===== config.mk =====
export PLATFORM = sky130hd
export DESIGN_NAME = mont_red_iter
export DESIGN_NICKNAME = d
export VERILOG_FILES = /design/src/rtl/mont_red_iter.sv
export SDC_FILE = /design/constraint.sdc
export NUM_CORES = 2
export LEC_CHECK = 0
export BUFFER_PORTS_ARGS = -buffer_cell sky130_fd_sc_hd__buf_2
export CAP_MARGIN = 15
export CORE_MARGIN = 2
export CORE_UTILIZATION = 60
export DETAILED_ROUTE_END_ITERATION = 10
export GPL_TIMING_DRIVEN = 0
export PLACE_DENSITY = 0.87
export SYNTH_ARGS = -nofsm -noshare
export SYNTH_HDL_FRONTEND = slang
export SYNTH_SLANG_ARGS = --single-unit

===== constraint.sdc =====
create_clock -name clk -period 13.6 [get_ports clk]
set_input_delay 0 -clock clk [delete_from_list [all_inputs] [get_ports clk]]
set_output_delay 0 -clock clk [all_outputs]
set_load 0.01 [all_outputs]

===== src/rtl/mont_red_iter.sv =====
// Word-serial Montgomery reduction: out_t = in_t * 2^(-W*N_ITER) mod q,
// with q = 2^(K_BASE+current_k) - q_m*2^W + 1, one W-bit word per cycle.
//
// Ports:
//   clk, rst             rising-edge clock, synchronous active-high reset
//   in_valid/in_ready    operand handshake (in_ready only while idle)
//   in_t, q_m,           operand T, modulus parameter,
//   current_k, lazy      modulus select, skip final subtraction
//   out_valid/out_ready  result handshake (result held until taken)
//   out_t, out_err       result, illegal current_k flag
module mont_red_iter #(
    parameter int W      = 24,
    parameter int M      = 17,
    parameter int K_BASE = 46,
    parameter int K_SPAN = 8,
    parameter int N_ITER = 3,
    localparam int QW    = K_BASE + K_SPAN,
    parameter int TW     = 2 * QW
) (
    input  logic          clk,
    input  logic          rst,
    input  logic          in_valid,
    output logic          in_ready,
    input  logic [TW-1:0] in_t,
    input  logic [M-1:0]  q_m,
    input  logic [3:0]    current_k,
    input  logic          lazy,
    output logic          out_valid,
    input  logic          out_ready,
    output logic [QW:0]   out_t,
    output logic          out_err
);

    // Working width for T: holds the raw operand and every partial sum
    // T + m*q without truncation; one extra bit for the adder carry.
    localparam int TR = ((TW > W + QW + 1) ? TW : W + QW + 1) + 1;
    localparam int SW = TR + 1;
    localparam int CW = $clog2(N_ITER + 1);

    if (W * N_ITER <= QW) begin : g_chk_iter
        $error("mont_red_iter: W*N_ITER must exceed QW");
    end
    // q must stay congruent to 1 mod 2^W so that m = -T mod 2^W
    // clears the low word, and q_m*2^W must stay below 2^K_BASE.
    if (M + W > K_BASE) begin : g_chk_qm
        $error("mont_red_iter: q_m*2^W must fit below 2^K_BASE");
    end
    if (K_SPAN > 15) begin : g_chk_span
        $error("mont_red_iter: K_SPAN must fit current_k");
    end

    localparam logic [1:0] S_IDLE = 2'd0;
    localparam logic [1:0] S_ITER = 2'd1;
    localparam logic [1:0] S_CORR = 2'd2;
    localparam logic [1:0] S_DONE = 2'd3;

    logic [1:0]    state;
    logic [TR-1:0] t_r;
    logic [M-1:0]  qm_r;
    logic [3:0]    k_r;
    logic          lazy_r;
    logic [CW-1:0] cnt;
    logic [QW:0]   out_t_r;
    logic          out_err_r;

    logic [QW:0]     q_pow;
    logic [QW:0]     q_sub;
    logic [QW:0]     q;
    logic [W-1:0]    m;
    logic [W+QW:0]   mq;
    logic [SW-1:0]   sum;
    logic [TR-1:0]   t_next;
    logic            illegal;
    logic            ge;
    logic [QW:0]     diff;

    // Modulus from the latched operands; for an illegal k the shifted
    // power may fall off the top, which is harmless as q is unused then.
    assign q_pow = (QW+1)'(1) << (K_BASE + int'(k_r));
    assign q_sub = {{(QW + 1 - M - W){1'b0}}, qm_r, {W{1'b0}}};
    assign q     = q_pow - q_sub + (QW+1)'(1);

    // Since q = 1 mod 2^W, adding m*q with m = -T mod 2^W zeroes the
    // low word and the shift below is an exact division.
    assign m      = W'(0) - t_r[W-1:0];
    assign mq     = {{(QW + 1){1'b0}}, m} * {{W{1'b0}}, q};
    assign sum    = {1'b0, t_r} + SW'(mq);
    assign t_next = TR'(sum >> W);

    assign illegal = k_r > 4'(K_SPAN);
    assign ge      = t_r >= TR'(q);
    // T < 2q here, so T - q < q fits the result width exactly.
    assign diff    = t_r[QW:0] - q;

    always_ff @(posedge clk) begin
        if (rst) begin
            state     <= S_IDLE;
            t_r       <= '0;
            qm_r      <= '0;
            k_r       <= '0;
            lazy_r    <= 1'b0;
            cnt       <= '0;
            out_t_r   <= '0;
            out_err_r <= 1'b0;
        end else begin
            unique case (state)
                S_IDLE: begin
                    if (in_valid) begin
                        t_r    <= TR'(in_t);
                        qm_r   <= q_m;
                        k_r    <= current_k;
                        lazy_r <= lazy;
                        cnt    <= '0;
                        state  <= S_ITER;
                    end
                end
                S_ITER: begin
                    if (!illegal) begin
                        t_r <= t_next;
                    end
                    cnt <= cnt + CW'(1);
                    if (cnt == CW'(N_ITER - 1)) begin
                        state <= S_CORR;
                    end
                end
                S_CORR: begin
                    out_err_r <= illegal;
                    if (illegal) begin
                        out_t_r <= '0;
                    end else if (ge && !lazy_r) begin
                        out_t_r <= diff;
                    end else begin
                        out_t_r <= t_r[QW:0];
                    end
                    state <= S_DONE;
                end
                S_DONE: begin
                    if (out_ready) begin
                        state <= S_IDLE;
                    end
                end
                default: state <= S_IDLE;
            endcase
        end
    end

    // Both handshake outputs decode the registered state only, so
    // out_ready never reaches in_ready combinationally.
    assign in_ready  = (state == S_IDLE);
    assign out_valid = (state == S_DONE);
    assign out_t     = out_t_r;
    assign out_err   = out_err_r;

endmodule


==> summary.txt <==
Outcome
  • Status: complete, no violations

Die
  • Starting density of the core: between 60% and 70%
  • DIE HEIGHT: about 260 um
  • Core Area: 0.0660 mm^2
  • Die area: a little under 0.07 mm^2
  • Rows: between 90 and 100
  • Die Width: about 260 um
  • Top-Level Pins: 192

Synth
  • Synth unique cells: approximately 90
  • Mapped cell area: roughly 0.040 mm^2
  • Flop and latch count out of synthesis: 190
  • Post-synth ARST share: 0%
  • Post-synth EDFFs: 0
  • Synth Area per Inst: between 8 and 9 um^2
  • Sequential area share after synthesis: under 10%
  • Synth Instances: roughly 4.8k
  • Yosys warnings: 0
  • Main flop type after synthesis: dfxtp_1

Critical path
  • Slowest stage cell, crit path: clkbuf_1
  • Slowest stage delay, CP: 950 ps
  • Cell mode on critical path: fa_1
  • Critical path startpoint category: flop
  • Critical path capture point type: flop
  • CP Max Fanout: 11
  • Req. time, crit path: about 14,000 ps
  • WP data arrival: between 10,000 and 15,000 ps
  • Crit Path Category: reg -> reg

Route
  • Detail Route Antenna Nets: 0
  • Vias: around 38k
  • Pre-antenna DRT Iters: 9
  • Via/cell ratio: between 6 and 7
  • 1st-iter DRT viols: between 4k and 5k
  • DRC: 0
  • Drt total wl: 164 mm
  • Drt wl/cell: between 20 and 30 um

Place
  • PortBufs: between 150 and 200
  • Setup Slack @ Placement: -848 ps
  • RD Place Congestion: around 1.1
  • Post-DP HPWL: ~130 mm

Timing
  • Worst Max-Slew Pin Slew: between 1000 and 1500 ps
  • Tmin final: about 13,000 ps
  • RSZ-0062 raised after global routing: false
  • Fin. max-slew vios: 0
  • Normalized max-slew margin: a little under a tenth
  • FMAX: between 70 and 80 MHz
  • Hold Vio Cnt, Final: 0
  • Clk_skew: around 20 ps
  • Final period utilization: a little over nine tenths
  • Final setup violation count: 0
  • Final WS setup: 165 ps

Hold path
  • Hold Path Class: in -> reg

Global route
  • Largest net degree at the start of global routing: 20
  • Vias in the first global route: about 38k
  • Global-route usage over all layers: between 40 and 50%
  • Initial antenna violation count: 12
  • GRT overflow: 0
  • Global-route wire length before repair: ~240 mm

Clock network
  • H-tree lvl count: 4
  • CTS clk-pin slew, worst paths: about 80 ps
  • Insertion delay of the later-clocked pin in the worst-skew pair: 480 ps
  • CTS Sinks: 190
  • Worst-case clock buffer depth: 2
  • Root buf cell: clkbuf_16
  • CTS tree: yes
  • CTS Buf Count: 17

Run
  • Max-Cap Viols: 0

Layout
  • Total Nets Final: approximately 6.3k
  • Commonest non-fill, non-tap cell in the layout: inv_1
  • Most frequent cells in the layout: 866 x inv_1, 690 x fa_1, 500 x nor2_1
  • Layout area overhead: 10.7%
  • Layout cells sized above 1: ~8.2%
synth_stat cells (6+ instances only):
cell type  count  area, um^2
nand2_1      268        1010
o21bai_1      20         150
o21ai_0      116         581
a2111oi_0      7        61.3
and4_1        12         105
a31oi_1       24         150
a221oi_1       9        78.8
and2_1        17         106
o311ai_1      19         166
inv_1        866        3250
clkinv_1       8        30.0
or2_2        129         807
nor2_1       500        1880
clkbuf_1     239         897
nor4_1        19         119
o211ai_1      26         195
or4_1          7        52.6
nor2b_1       13        81.3
o31a_1         6        52.6
mux2i_1       39         390
xor2_1        56         490
ha_1         325        4070
a21boi_0       9        67.6
xnor2_1      113         990
a21oi_1      253        1270
nand3_1       93         465
fa_1         690       13800
nand4_1       53         332
o22ai_1       11        68.8
dfxtp_1      190        3800
nand2b_1     253        1580
buf_1         16        60.1
and3_1        45         282
o31ai_1       11        82.6
o21ai_1       30         150
or3_1         23         144
o21a_1        13        97.6
nor3_1        48         240
a21o_1        87         653
a211oi_1      35         263
cell type report:
type                       instances  area, um^2
multi-input combinational       3488       32200
fill                            5440       21600
sequential                       190        3800
inverter                         877        3290
timing repair buffer             330        2410
tap                              864        1080
buffer                           262        1020
clock buffer                      18         429
clock inverter                    14         171
antenna                           12        30.0
layer usage:
metal,track usage [%],share of wire (%),vias to the layer above
met2,70.7,42,2866
li1,-,-,16000
met4,32.7,8.6,14
met3,17.8,14,756
met1,57.7,35,18500
met5,0,0.16,-
repair_timing:
item / in CTS / in global routing
endpoints found under the hold margin: 127 / 0
endpoints found under the setup margin: 35 / 36
hold buffers: 126 / 0
resized for setup: 4 / 12
buffers inserted: 0 / 1
flip-flops by register name (all words and copies together), names as in the netlist:
name / count
cnt: 2
k_r: 4
lazy_r: 1
out_err: 1
out_t: 55
qm_r: 17
state: 2
t_r: 108
critical path, delay by kind of cell (launching register included):
kind,cells,cell delay [ps]
AOI/OAI and AO/OA,8,2200
buffers and inverters,10,3720
DFF,1,320
and+or+nand+nor,7,2130
xor gates and xnor gates,2,410
adders and majority gates,9,4380
muxes,1,150
logic make-up (layout without fill, tap and decap cells):
group / count (synthesis) / count (layout) / synth area share [%]
muxes: 43 / 43 / 1.09
other: 2 / 23 / 0.0187
DFF: 190 / 190 / 9.48
xor gates and xnor gates: 171 / 171 / 3.79
adders and majority gates: 1021 / 1021 / 44.7
and+or+nand+nor: 1502 / 1502 / 18.4
AOI/OAI and AO/OA: 740 / 740 / 11.7
buffers and inverters: 1140 / 1501 / 10.7
final timing paths:
check                           startpoint  slack, ps   endpoint  cells past startpoint
worst min-delay path              in_t[83]         40    t_r[83]                      4
worst max-delay path               qm_r[0]        170    t_r[59]                     37
worst min register to register   out_t[43]        450  out_t[43]                      2
worst max register to register     qm_r[0]        170    t_r[59]                     37
metrics by stage:
stage	TNS, ps	util, %	cells	hold slack (ps)	area [um^2]
after global placement	-32540	63.9	5872	241	42200
final	0	67.3	6055	41.8	44400
after detailed placement	-15230	64.2	5879	246	42300
after floorplan	0	-	4818	136	40200
after global routing	0	67.3	6046	43.5	44400
after CTS	0	67.0	6037	4.79	44200
Power is not shown: default switching activity piles up to over one toggle a cycle in this logic, so the estimate is an artifact.
